### src/rtl/ulpi_pkg.sv
// Shared ULPI definitions: RX decoder FSM states and RX CMD field layout/event codes.
package ulpi_pkg;

   typedef enum logic [2:0] {
      ULPI_RX_FSM_STATE_IDLE,
      ULPI_RX_FSM_STATE_TURNAROUND,
      ULPI_RX_FSM_STATE_RX_CMD,
      ULPI_RX_FSM_STATE_RX_PKT,
      ULPI_RX_FSM_STATE_DISCARD
   } ulpi_rx_fsm_state_t;

   localparam int ULPI_RXCMD_LINESTATE_LSB = 0;
   localparam int ULPI_RXCMD_VBUS_LSB      = 2;
   localparam int ULPI_RXCMD_EVENT_LSB     = 4;
   localparam int ULPI_RXCMD_ID_BIT        = 6;

   localparam logic [1:0] ULPI_RXCMD_EV_NONE     = 2'b00;
   localparam logic [1:0] ULPI_RXCMD_EV_RXACTIVE = 2'b01;
   localparam logic [1:0] ULPI_RXCMD_EV_HOSTDISC = 2'b10;
   localparam logic [1:0] ULPI_RXCMD_EV_RXERROR  = 2'b11;

endpackage

### src/rtl/ulpi_rx_decoder.sv
// Turns the sampled ULPI receive bus into a USB packet byte stream plus RX CMD status.
// One-byte hold delays each byte until the next byte or packet end decides its eop; no backpressure.
module ulpi_rx_decoder
   import ulpi_pkg::*;
#(
   parameter int P_MAX_PKT_LEN = 1024
) (
   input  logic       i_clk,
   input  logic       i_rst,
   input  logic       i_dir,
   input  logic       i_nxt,
   input  logic [7:0] i_data,
   output logic [7:0] o_data,
   output logic       o_valid,
   output logic       o_sop,
   output logic       o_eop,
   output logic       o_err,
   output logic [1:0] o_linestate,
   output logic [1:0] o_vbus_state,
   output logic       o_id,
   output logic       o_rx_active,
   output logic       o_host_disc
);

   localparam int               CNT_W   = $clog2(P_MAX_PKT_LEN + 1);
   localparam logic [CNT_W-1:0] CNT_MAX = CNT_W'(P_MAX_PKT_LEN);
   localparam logic [CNT_W-1:0] CNT_ONE = CNT_W'(1);

   ulpi_rx_fsm_state_t state_q, state_d;
   logic             hold_vld_q, hold_vld_d;
   logic [7:0]       hold_dat_q, hold_dat_d;
   logic [CNT_W-1:0] cnt_q, cnt_d;
   logic [7:0]       data_q, data_d;
   logic             valid_q, valid_d;
   logic             sop_q, sop_d;
   logic             eop_q, eop_d;
   logic             err_q, err_d;
   logic [1:0]       linestate_q, linestate_d;
   logic [1:0]       vbus_q, vbus_d;
   logic             id_q, id_d;
   logic             rx_active_q, rx_active_d;
   logic             host_disc_q, host_disc_d;

   logic       rx_cmd;
   logic [1:0] ev;
   logic       end_pkt;
   logic       end_err;
   logic       emit;

   always_comb begin
      state_d     = state_q;
      hold_vld_d  = hold_vld_q;
      hold_dat_d  = hold_dat_q;
      cnt_d       = cnt_q;
      data_d      = 8'h00;
      valid_d     = 1'b0;
      sop_d       = 1'b0;
      eop_d       = 1'b0;
      err_d       = 1'b0;
      linestate_d = linestate_q;
      vbus_d      = vbus_q;
      id_d        = id_q;
      host_disc_d = 1'b0;
      end_pkt     = 1'b0;
      end_err     = 1'b0;
      emit        = 1'b0;

      ev     = i_data[ULPI_RXCMD_EVENT_LSB +: 2];
      rx_cmd = i_dir && !i_nxt &&
               (state_q inside {ULPI_RX_FSM_STATE_RX_CMD, ULPI_RX_FSM_STATE_RX_PKT,
                                ULPI_RX_FSM_STATE_DISCARD});

      if (rx_cmd) begin
         linestate_d = i_data[ULPI_RXCMD_LINESTATE_LSB +: 2];
         vbus_d      = i_data[ULPI_RXCMD_VBUS_LSB +: 2];
         id_d        = i_data[ULPI_RXCMD_ID_BIT];
         host_disc_d = (ev == ULPI_RXCMD_EV_HOSTDISC);
      end

      case (state_q)
         ULPI_RX_FSM_STATE_IDLE: begin
            if (i_dir) state_d = ULPI_RX_FSM_STATE_TURNAROUND;
         end
         ULPI_RX_FSM_STATE_TURNAROUND: begin
            if (!i_dir) begin
               state_d = ULPI_RX_FSM_STATE_IDLE;
            end else if (i_nxt) begin
               state_d    = ULPI_RX_FSM_STATE_RX_PKT;
               cnt_d      = '0;
               hold_vld_d = 1'b0;
            end else begin
               state_d = ULPI_RX_FSM_STATE_RX_CMD;
            end
         end
         ULPI_RX_FSM_STATE_RX_CMD: begin
            if (!i_dir) begin
               state_d = ULPI_RX_FSM_STATE_IDLE;
            end else if (rx_cmd && ev == ULPI_RXCMD_EV_RXACTIVE) begin
               state_d    = ULPI_RX_FSM_STATE_RX_PKT;
               cnt_d      = '0;
               hold_vld_d = 1'b0;
            end
         end
         ULPI_RX_FSM_STATE_RX_PKT: begin
            if (!i_dir) begin
               end_pkt = 1'b1;
               state_d = ULPI_RX_FSM_STATE_IDLE;
            end else if (!i_nxt) begin
               // Host-disconnect and RX error both carry ev[1]; only plain 00 ends cleanly.
               if (ev != ULPI_RXCMD_EV_RXACTIVE) begin
                  end_pkt = 1'b1;
                  end_err = ev[1];
                  state_d = ULPI_RX_FSM_STATE_RX_CMD;
               end
            end else if (cnt_q == CNT_MAX) begin
               end_pkt = 1'b1;
               end_err = 1'b1;
               state_d = ULPI_RX_FSM_STATE_DISCARD;
            end else begin
               emit       = hold_vld_q;
               hold_vld_d = 1'b1;
               hold_dat_d = i_data;
               cnt_d      = cnt_q + CNT_ONE;
            end
         end
         ULPI_RX_FSM_STATE_DISCARD: begin
            if (!i_dir) begin
               state_d = ULPI_RX_FSM_STATE_IDLE;
            end else if (rx_cmd && ev != ULPI_RXCMD_EV_RXACTIVE) begin
               state_d = ULPI_RX_FSM_STATE_RX_CMD;
            end
         end
         default: state_d = ULPI_RX_FSM_STATE_IDLE;
      endcase

      if (end_pkt) begin
         emit       = hold_vld_q;
         hold_vld_d = 1'b0;
         cnt_d      = '0;
      end

      // The held byte is byte number cnt_q of the packet, so byte 1 is the sop beat.
      if (emit) begin
         valid_d = 1'b1;
         data_d  = hold_dat_q;
         sop_d   = (cnt_q == CNT_ONE);
         eop_d   = end_pkt;
         err_d   = end_pkt && end_err;
      end

      rx_active_d = (state_d == ULPI_RX_FSM_STATE_RX_PKT) ||
                    (state_d == ULPI_RX_FSM_STATE_DISCARD);
   end

   always_ff @(posedge i_clk) begin
      if (i_rst) begin
         state_q     <= ULPI_RX_FSM_STATE_IDLE;
         hold_vld_q  <= 1'b0;
         hold_dat_q  <= 8'h00;
         cnt_q       <= '0;
         data_q      <= 8'h00;
         valid_q     <= 1'b0;
         sop_q       <= 1'b0;
         eop_q       <= 1'b0;
         err_q       <= 1'b0;
         linestate_q <= 2'b00;
         vbus_q      <= 2'b00;
         id_q        <= 1'b0;
         rx_active_q <= 1'b0;
         host_disc_q <= 1'b0;
      end else begin
         state_q     <= state_d;
         hold_vld_q  <= hold_vld_d;
         hold_dat_q  <= hold_dat_d;
         cnt_q       <= cnt_d;
         data_q      <= data_d;
         valid_q     <= valid_d;
         sop_q       <= sop_d;
         eop_q       <= eop_d;
         err_q       <= err_d;
         linestate_q <= linestate_d;
         vbus_q      <= vbus_d;
         id_q        <= id_d;
         rx_active_q <= rx_active_d;
         host_disc_q <= host_disc_d;
      end
   end

   assign o_data       = data_q;
   assign o_valid      = valid_q;
   assign o_sop        = sop_q;
   assign o_eop        = eop_q;
   assign o_err        = err_q;
   assign o_linestate  = linestate_q;
   assign o_vbus_state = vbus_q;
   assign o_id         = id_q;
   assign o_rx_active  = rx_active_q;
   assign o_host_disc  = host_disc_q;

endmodule
### config.mk
export PLATFORM = sky130hd
export DESIGN_NAME = ulpi_rx_decoder
export DESIGN_NICKNAME = d
export VERILOG_FILES = /design/src/rtl/ulpi_pkg.sv /design/src/rtl/ulpi_rx_decoder.sv
export SDC_FILE = /design/constraint.sdc
export NUM_CORES = 1
export LEC_CHECK = 0
export CAP_MARGIN = 0
export CORE_MARGIN = 4
export CORE_UTILIZATION = 50
export DETAILED_ROUTE_END_ITERATION = 10
export PLACE_DENSITY_LB_ADDON = 0.05
export SLEW_MARGIN = 20
export SYNTH_ARGS = -nofsm -noshare
export SYNTH_HDL_FRONTEND = slang
export SYNTH_SLANG_ARGS = --single-unit
### constraint.sdc
create_clock -name i_clk -period 3.1 [get_ports i_clk]
set_clock_uncertainty 0.2 [all_clocks]
set_input_delay 0.775 -clock i_clk [delete_from_list [all_inputs] [get_ports i_clk]]
set_output_delay 0.775 -clock i_clk [all_outputs]
set_load 0.01 [all_outputs]
# Yosys cells after proc, flatten, opt, wreduce, memory -nomap -nowiden
# Index checks and enable logic that the tools add are counted.
[word_totals] input_bits=12 rom_bits=0 reg_bits=42 elab_cells=94 mem_bits_rw=0 latch_bits=0 n_memories=0 out_inout_bits=19
[op_classes] addsub=1 n_mul=0 reduce_logical=15 n_mux=43 n_eq_ne=18 shifts=0 n_bitwise=3 n_div=0 order_cmp=0
[op_table] op="$mux 11" n=7
[op_table] op="$pmux 11 s3" n=1
[op_table] op="$mux 3" n=9
[op_table] op="$mux 1" n=23
[op_table] op="$pmux 3 s5" n=1
[op_table] op="$ne 2x2->1 const B" n=6
[op_table] op="$add 11x1->11 const B" n=1
[op_table] op="$eq 11x1->1 const B" n=1
[op_table] op="$eq 11x11->1 const B" n=1
[op_table] op="$eq 3x2->1 const B" n=3
[op_table] op="$reduce_and 8->1" n=1
[op_table] op="$eq 3x3->1 const B" n=2
[op_table] op="$reduce_bool 3->1" n=2
[op_table] op="$reduce_or 2->1" n=3
[op_table] op="$logic_and 1x1->1" n=5
[op_table] op="$ne 2x1->1 const B" n=2
[op_table] op="$reduce_and 4->1" n=1
[op_table] op="$eq 3x1->1 const B" n=1
[op_table] op="$logic_not 3->1" n=1
[op_table] op="$not 1->1" n=3
[op_table] op="$pmux 1 s3" n=1
[op_table] op="$eq 2x1->1 const B" n=1
[op_table] op="$eq 2x2->1 const B" n=1
[op_table] op="$mux 2" n=1
[op_table] op="2 further kinds" n=2

# Depth between registers and ports, before layout
# Gate-level depths: netlist of run 1.
[depth] word_depth=9 ltp_mapped=9 depth_no_buf=7

# Worst setup path after synthesis of run 1
# No wires, ideal clock.
[synth_timing] path_kind="input to register" startpoint="input port i_nxt" endpoint="register cnt_q[10]" cell_stages=7 path_buffers=2 t_arrival_ps=2098 t_required_ps=2830 setup_ps=70 path_slack_ps=732 path_cell_list="clkbuf_1 nor3b_1 o21bai_1 a211oi_2 buf_6 nand4_1 a21oi_1"
[synth_via] elab_chain_cells=6 elab_cells_between_ends=12 cone_classes="eq/ne: 3; mux: 3; reduce/logical: 6"
[synth_rtl] element="start, declared" line_no="ulpi_rx_decoder.sv:11" rtl="input logic i_nxt,"
[synth_rtl] element="$logic_not 1->1"
[synth_rtl] element="$logic_and 1x1->1 (2 in a row)" line_no="ulpi_rx_decoder.sv:69" rtl="rx_cmd = i_dir && !i_nxt &&"
[synth_rtl] element="$logic_and 1x1->1" line_no="ulpi_rx_decoder.sv:98" rtl="end else if (rx_cmd && ev == ULPI_RXCMD_EV_RXACTIVE) begin"
[synth_rtl] element="$ne 2x1->1 (no source line)"
[synth_rtl] element="$reduce_and 8->1 (no source line)"
[synth_rtl] element="end signal, assigned" line_no="ulpi_rx_decoder.sv:175" rtl="cnt_q <= cnt_d;"
[synth_rtl] element="end, declared" line_no="ulpi_rx_decoder.sv:32" rtl="logic [CNT_W-1:0] cnt_q, cnt_d;"
# Parallel ways exist; a longest one is shown, timed or not.
# A chain may end at the register's enable or synchronous reset.

# Worst setup path in the final report of run 1
[layout_timing] startpoint="input port i_nxt" endpoint="register cnt_q[0]"
# Same word-level chain as after synthesis.

==> impl_metrics.toml, run 1 <==
[sta]
tns_ps = 0
rsz0062_at_grt = "no"
setup_viol = 0
max_freq_mhz = 399
period_share = 0.809
drv_slew = 0
max_slew.worst_pin.slew_ps = 357
post-route-min-period_ps = 2510
slew_headroom = 0.762
setup_ws_ps = 593
hold_viol = 0

[logic_synthesis]
muxShareOfSynthArea = 0.0271
dominantRegCellSynth = "dfxtp_1"
synthTopCellsByCount = "dfxtp_1, nand2_1, a21oi_1, nor2_1, and2_1"
synthArstFlopShare = 0
synth_warnings = 0
synth-seq-cells = 42
synth_top_family_by_area = "simple AND/OR/NAND/NOR gates"
synth.area.top_cells = "dfxtp_1, nand2_1, a21oi_1"
synth_cells = 206
synth_fa_ha_area_frac = 0.0203
syn_nets = 221
yosysTopAreaCell = "dfxtp_1"
syn_area_um2 = 1850
synth_area_per_cell_um2 = 8.96
synth.most_common_cell = "dfxtp_1"
yosysUniqueCellTypes = 46
synth_compound_area_frac = 0.203
synth_xor_area_frac = 0.00474
synth_top_area_frac = 0.455
yosys.area_share.simple = 0.244
synth-edff-count = 0
yosysSeqAreaShare = 0.455

[setup_path]
end_kind = "register"
startpoint = "i_nxt"
worstSetupPathType = "in -> reg"
cp_top_family = "buffers and inverters"
r2r-start = "cnt_q[6]"
worstSetupStartpointType = "input pin"
crit_arrival_ps = 2480
crit_chain = "clkdlybuf4s50_1, nor3b_1, buf_4, nor3b_1, a31oi_1, o21bai_1, nor2_1"
slowest_delay_ps = 560
cp_data_required_time_ps = 3070
path_common_cell = "nor3b_1"
crit_slowest_cell = "clkdlybuf4s50_1"
worstPathMaxFanout = 9
critical_path_buf_inv_count = 2

[cts]
cts_tree = "done"
clockRootBuffer = "clkbuf_8"
ctsHoldBuffers = 0
numCtsBuffers = 5
clkLatencyLatePin_ps = 290
cts_setup_buffers = 0
cts.sinks = 42
htreeDepth = 2
clk_pin_slew_ps = 80
cts_resized = 0
cts_buffer_depth = 2

[power_and_ir_drop]
peakVddDrop_v = 0.000261
leakage_nw = 0.836
power_frac_comb = 0.060
sw_frac_of_total = 0.217
p_clk_frac = 0.413
p_sw_mw = 0.226
p_seq_frac = 0.527
pwr_density_cell_nw_per_um2 = 444
p_int_mw = 0.814

[placed_design]
place_congestion = 0.840
place_ws_ps = 351
port_buffers = 30
dp_hpwl_um = 2920

[global_routing]
grt_pass1_wl_um = 6490
antenna_found_initial = 0
first_global_vias = 1456
grt_max_degree = 15
overflow = 0
track_usage = 0.186

[drt]
drt-initial-drc-count = 120
wl_per_cell_um = 13.9
vias = 1593
viasPerCell = 5.53
finalWirelength_um = 4000
drc = 0
ant_nets = 0
firstDrtPassIters = 4

[floorplan]
core_um2 = 3440
ios = 31
core.rowCount = 21
die_x_um = 68.8
initial_utilization = 0.537
die_area_um2 = 4730
chipHeight_um = 68.8

[finish]
antenna_cells = 0
fin_nets = 256
synthToLayoutAreaGrowth_pct = 26.7
drive_gt1_frac = 0.112

[status]
outcome = "finished, final reports clean"

[min_path]
hp-start = "hold_dat_q[7]"
min_path_type = "reg -> reg"

[job]
cap_violations = 0
[area by class of cell]
type | count | area (um2)
well taps | 46 | 57.6
multi-input cells | 146 | 921
flip-flops and latches | 42 | 841
fillers | 292 | 1100
clock buffers | 6 | 72.6
clock inverters | 2 | 37.5
inverters | 6 | 22.5
repair buffers | 40 | 388
[layout by cell type (no fill, tap or decap), types with 2 or more instances in the layout]
cell type	count
clkdlybuf4s50_1	30
clkbuf_8	5
ha_1	3
nand2_1	27
or4_4	2
and2_1	8
a311oi_2	6
a21oi_1	19
nand4_1	4
nor3b_1	2
a211o_1	2
nor3_1	5
nor2b_1	2
o21bai_1	2
dfxtp_1	42
nand3b_1	2
mux2i_1	5
buf_4	9
nand2b_1	5
nor2_1	19
and3_1	2
a31oi_1	3
nand3_1	4
o21ai_0	4
inv_1	6
a31o_1	2
[logic make-up after synthesis]
kind of cell,after synthesis
AND/OR/NAND/NOR,87
buffers and inverters,18
AO/OA/AOI/OAI,50
flip-flops,42
adder cells (fa/ha/maj),3
XOR/XNOR,1
multiplexers,5
[per-layer routing]
metal	share of wire	vias up	global-route usage
met5	0	-	0
li1	-	801	-
met2	0.48	29	0.302
met3	0.041	9	0.0357
met4	0.023	0	0.0949
met1	0.46	754	0.234
[sequential cells by signal, summed over array words and instances, names as in the netlist]
name,flops
o_host_disc,1
o_err,1
o_valid,1
o_linestate,2
o_vbus_state,2
o_eop,1
o_rx_active,1
o_data,8
hold_vld_q,1
cnt_q,11
o_id,1
state_q,3
o_sop,1
hold_dat_q,8
[final timing paths]
kind                                       to  slack, ps  depth (start not counted)
worst max-delay path                 cnt_q[0]        590                          7
worst min-delay path            hold_dat_q[7]        250                          2
worst max register to register       cnt_q[4]        850                          6
worst min register to register  hold_dat_q[7]        250                          2
[power by group through the flow]
stage	Combinational (mW)	Sequential, mW	Clock, mW
after floorplan	0.0356	0.558	0
after global placement	0.0604	0.560	0
after detailed placement	0.0613	0.561	0
after CTS	0.0618	0.548	0.437
after global routing	0.0681	0.549	0.457
final	0.0621	0.548	0.429
[metrics by stage]
step / std cells / util / cell area, um2 / power [mW] / hold WS [ps]
after CTS: 288 / 0.680 / 2340 / 1.05 / 254
final: 288 / 0.680 / 2340 / 1.04 / 251
after detailed placement: 280 / 0.648 / 2230 / 0.622 / 241
after global routing: 288 / 0.680 / 2340 / 1.07 / 276
after global placement: 280 / 0.648 / 2230 / 0.621 / 238
after floorplan: 206 / - / 1850 / 0.593 / 230
[worst register-to-register path, cell delays in order (launching register included)]
cell and delay, ps:
dfxtp_1 380, or4_4 600, nor3_4 330, nor2b_1 110, buf_4 200, a41oi_1 250
a311oi_2 70
(Power assumes the default switching activity.)
==> run 2: changes to the inputs <==
--- a/config.mk
+++ b/config.mk
@@ -7,7 +7,7 @@
 export LEC_CHECK = 0
 export CAP_MARGIN = 0
 export CORE_MARGIN = 4
-export CORE_UTILIZATION = 50
+export CORE_UTILIZATION = 47
 export DETAILED_ROUTE_END_ITERATION = 10
 export PLACE_DENSITY_LB_ADDON = 0.05
 export SLEW_MARGIN = 20
==> constraint.sdc (replaced) <==
create_clock -name i_clk -period 2.08 [get_ports i_clk]
set_clock_uncertainty 0.2 [all_clocks]
set_input_delay 0.52 -clock i_clk [delete_from_list [all_inputs] [get_ports i_clk]]
set_output_delay 0.52 -clock i_clk [all_outputs]
set_load 0.01 [all_outputs]
==> run 2 against run 1 <==
Against the previous run:
- global-route usage down 0.85 points
- flip-flop and latch count unchanged
- worst setup slack worse by 540 ps
- largest cell class unchanged
- cell count up 9.0%
- design area up 8.1%
- largest power group unchanged
- combinational power up 95%
- wire length up 7.2%
- highest routed layer unchanged
- register-to-register slack worse by 800 ps
==> impl_metrics.toml, run 2 (synthesis gave the netlist of run 1 again) <==
[setup_path]
r2r_slack_ps = 50
slowest_delay_ps = 570
crit_slowest_cell = "or4_4"
cp_data_required_time_ps = 2110
worstSetupStartpointType = "register"
crit_chain = "or4_4, nor3_4, a211oi_2, buf_6, a31o_1, a21oi_1"
end_kind = "register"
worstPathMaxFanout = 7
rr_worst_depth = 6
startpoint = "cnt_q[9]"
crit_arrival_ps = 2060
r2r-start = "cnt_q[9]"
r2r-end = "cnt_q[10]"
worstSetupPathType = "reg -> reg"

[cts]
cts_tree = "done"
cts_setup_buffers = 0
cts.sinks = 42
clkLatencyLatePin_ps = 300
clockRootBuffer = "clkbuf_8"
ctsHoldBuffers = 0
cts_buffer_depth = 2
clk_pin_slew_ps = 80
htreeDepth = 2
numCtsBuffers = 5

[floorplan]
chipHeight_um = 70.7
initial_utilization = 0.497
core_um2 = 3720
die_area_um2 = 5000
ios = 31
die_x_um = 70.7
core.rowCount = 22

[sta]
slew_headroom = 0.594
max_slew.worst_pin.slew_ps = 609
rsz0062_at_grt = "yes"
max_freq_mhz = 493
setup_viol = 0
hold_ws_ps = 254
post-route-min-period_ps = 2030
period_share = 0.975
hold_viol = 0
drv_slew = 0

[drt]
ant_nets = 0
drt-initial-drc-count = 123
firstDrtPassIters = 4
finalWirelength_um = 4290
wl_per_cell_um = 13.7
drc = 0
vias = 1672
viasPerCell = 5.32

[power_and_ir_drop]
p_total_mw = 1.45
pwr_density_cell_nw_per_um2 = 575
peakVddDrop_v = 0.000362
leakage_nw = 0.982

[placed_design]
place_congestion = 0.829
port_buffers = 30
dp_hpwl_um = 3210

[global_routing]
track_usage = 0.178
first_global_vias = 1596
grt_pass1_wl_um = 7080
grt_max_degree = 15
overflow = 0
antenna_found_initial = 0

[min_path]
min_path_type = "reg -> reg"
hold_path_depth = 2
hp-start = "hold_dat_q[0]"
whs_endpoint = "hold_dat_q[0]"

[finish]
final_cell_mix = "dfxtp_1, buf_4, nand2_1, clkdlybuf4s50_1, nor2_1"
largest_register_ffs = 11
fillers = 305
layout_commonest_cell = "dfxtp_1"
synthToLayoutAreaGrowth_pct = 37.0
regMostFlops = "cnt_q"
multi_input_area_um2 = 951
drive_gt1_frac = 0.214
antenna_cells = 0
fin_nets = 280
seq_area_um2 = 841

[job]
cap_violations = 0

[status]
outcome = "finished, final reports clean"
[run 2: cell types whose count changed in the layout (fill, tap and decap cells not counted), moves of 2 or more]
cell	before	now
clkdlybuf4s50_1	30	26
o21ai_0	4	2
dlymetal6s2s_1	0	3
o21ai_1	1	3
buf_4	9	33
[run 2: worst max-delay path: cells and delay by family, from the launching register on]
kind / cells / cell delay (ps)
and+or+nand+nor: 2 / 840
AOI/OAI and AO/OA: 3 / 450
DFF: 1 / 320
buffers and inverters: 1 / 160
[run 2: area by class of cell]
cell class,instances,area share
Clock inverter,3,0.00841
Inverter,6,0.00890
Clock buffer,5,0.0272
Timing Repair Buffer,64,0.224
Multi-Input combinational cell,146,0.376
Sequential cell,42,0.332
Tap cell,48,0.0237
[run 2: routing by layer]
| metal | up-vias | global-route usage | part of all wire |
|---|---|---|---|
| met5 | - | 0 | 0 |
| met4 | 0 | 0.0960 | 0.023 |
| met3 | 9 | 0.0469 | 0.051 |
| met2 | 43 | 0.291 | 0.49 |
| met1 | 769 | 0.211 | 0.44 |
| li1 | 851 | - | - |
[run 2: how the worst max path moves through the flow]
stage | to | slack, ps | cells after the start
floorplan | cnt_q[1] | 30 | 7
global placement | cnt_q[10] | -270 | 7
detailed placement | cnt_q[6] | -310 | 6
CTS | cnt_q[2] | 6 | 6
global route | cnt_q[0] | -30 | 6
finish | cnt_q[10] | 50 | 6
[run 2: timing repair]
item	4_1_cts	5_1_grt
setup endpoints to repair	3	23
gates cloned	0	1
pin swaps	1	6
gates resized for setup	2	12
[run 2: stage by stage]
stage / cell area, um2 / utilization / std cells / setup WS [ps] / setup TNS (ps)
finish: 2530 / 0.681 / 314 / 52.7 / 0
global route: 2530 / 0.681 / 314 / -32.1 / -145
CTS: 2490 / 0.670 / 313 / 6.32 / 0
detailed placement: 2400 / 0.645 / 305 / -307 / -6870
global placement: 2400 / 0.645 / 305 / -271 / -5640
floorplan: 1850 / - / 206 / 32.6 / 0
[run 2: report_power, final]
part / internal [mW] / switching, mW
sequential: 0.809 / 0.00250
clock: 0.236 / 0.286
combinational: 0.0624 / 0.0585
==> run 3: changes to the inputs <==
--- a/config.mk
+++ b/config.mk
@@ -9,7 +9,7 @@
 export CORE_MARGIN = 4
 export CORE_UTILIZATION = 47
 export DETAILED_ROUTE_END_ITERATION = 10
-export PLACE_DENSITY_LB_ADDON = 0.05
+export PLACE_DENSITY = 0.73
 export SLEW_MARGIN = 20
 export SYNTH_ARGS = -nofsm -noshare
 export SYNTH_HDL_FRONTEND = slang
==> run 3 against run 2 <==
Against the previous run:
- flip-flop and latch count unchanged
- clock power is 25% higher
- via count fell by 1.9%
- count of clock-buffer cells in the layout stayed put
- combinational power up 5%
- sequential share of layout area decreased by 1.1 points
- maximum frequency decreased by 2.3%
- first-iteration DRC count is 2.4% higher
- cell count up 0.64%
- wire length rose by 3.4%
- core utilization up 2.4 points
- worst setup slack worse by 48 ps
- largest cell class unchanged
- largest power group unchanged
==> impl_metrics.toml, run 3 (synthesis gave the netlist of run 1 again) <==
[cts]
clk_pin_slew_ps = 80
clkLatencyLatePin_ps = 290
cts.sinks = 42
clockRootBuffer = "clkbuf_8"
htreeDepth = 2
cts_buffer_depth = 2
numCtsBuffers = 5
cts_tree = "done"
ctsHoldBuffers = 0

[sta]
rsz0062_at_grt = "yes"
drv_slew = 0
period_share = 0.998
setup_viol = 0
max_slew.worst_pin.slew_ps = 361
max_freq_mhz = 482
hold_viol = 0
slew_headroom = 0.759
post-route-min-period_ps = 2080
tns_ps = 0

[finish]
final_cells = 316
post-route-util = 0.705
fin_nets = 282
regMostFlops = "cnt_q"
drive_gt1_frac = 0.239
largest_register_ffs = 11
antenna_cells = 0
fin_area_um2 = 2620
synthToLayoutAreaGrowth_pct = 41.9
layout_commonest_cell = "dfxtp_1"
fillers = 308
final_cell_mix = "dfxtp_1, buf_4, nand2_1, clkdlybuf4s50_1, nor2_1"

[placed_design]
place_congestion = 0.881
port_buffers = 30
place_inst = 306
dp_hpwl_um = 3160
place_area_um2 = 2430

[floorplan]
ios = 31
die_x_um = 70.7
core.rowCount = 22
chipHeight_um = 70.7
initial_utilization = 0.497
core_um2 = 3720
die_area_um2 = 5000

[global_routing]
grt_pass1_wl_um = 7430
first_global_vias = 1613
track_usage = 0.183
overflow = 0
antenna_found_initial = 0
grt_max_degree = 17

[power_and_ir_drop]
p_total_mw = 1.59
leakage_nw = 1.02
pwr_density_cell_nw_per_um2 = 607
peakVddDrop_v = 0.000329

[min_path]
min_path_type = "reg -> reg"

[drt]
ant_nets = 0
finalWirelength_um = 4440
drc = 0
drt-initial-drc-count = 126
vias = 1641
viasPerCell = 5.19
wl_per_cell_um = 14.0
firstDrtPassIters = 4

[job]
cap_violations = 0

[setup_path]
worstPathMaxFanout = 14
slowest_delay_ps = 570
crit_arrival_ps = 2110
critical_path_buf_inv_count = 2
worstSetupPathType = "reg -> reg"
worstSetupStartpointType = "register"
crit_chain = "or4_4, nor3_4, buf_6, a211oi_4, buf_12, a31o_1, a21oi_2"
cp_data_required_time_ps = 2110
cp_top_family = "simple AND/OR/NAND/NOR gates"
crit_slowest_cell = "or4_4"
end_kind = "register"

[status]
outcome = "finished, final reports clean"
==> run 3: metrics by stage <==
step,setup WS (ps),hold WS (ps)
3_3_place_gp,-270,233
2_1_floorplan,32.6,230
4_1_cts,2.63,257
5_1_grt,-69.3,275
6_report,4.64,255
3_5_place_dp,-284,240
==> run 3: path summary, 6_finish.rpt <==
path                       from             to  slack [ps]  cells past startpoint
setup / recovery       cnt_q[6]       cnt_q[9]           5                      7
setup reg to reg       cnt_q[6]       cnt_q[9]           5                      7
hold / removal    hold_dat_q[2]  hold_dat_q[2]         250                      2
hold reg to reg   hold_dat_q[2]  hold_dat_q[2]         250                      2
==> run 3: tightest hold or removal path, delay by kind of cell, from the launching register on <==
kind	cells	cell delay [ps]
AOI/OAI and AO/OA	1	50
and+or+nand+nor	1	50
DFF	1	310
==> run 3: timing repair <==
| action | CTS | global route |
|---|---|---|
| hold endpoints to repair | 0 | 0 |
| buffers inserted | 0 | 2 |
| gates resized for setup | 2 | 15 |
| pin swaps | 1 | 5 |
| cloned | 0 | 0 |
| endpoints found under the setup margin | 4 | 19 |
==> run 3: routing by layer <==
| metal | global-route usage | part of all wire | vias to the layer above |
|---|---|---|---|
| met5 | 0 | 0 | - |
| met2 | 0.298 | 0.48 | 38 |
| li1 | - | - | 853 |
| met4 | 0.0480 | 0.0056 | 0 |
| met1 | 0.243 | 0.47 | 748 |
| met3 | 0.0469 | 0.052 | 2 |
==> run 3: layout make-up <==
class / count / area (um2) / share of cell area
Inverter: 6 / 22.5 / 0.00860
Tap cell: 48 / 60.1 / 0.0229
Sequential cell: 42 / 842 / 0.321
Clock inverter: 3 / 43.8 / 0.0167
Clock buffer: 5 / 68.8 / 0.0263
Multi-Input combinational cell: 146 / 972 / 0.371
Timing Repair Buffer: 66 / 611 / 0.233
==> run 3: power by group <==
group	switching [mW]	total [mW]	internal (mW)
Sequential	0.00486	0.814	0.809
Combinational	0.0598	0.127	0.0668
Clock	0.290	0.650	0.360
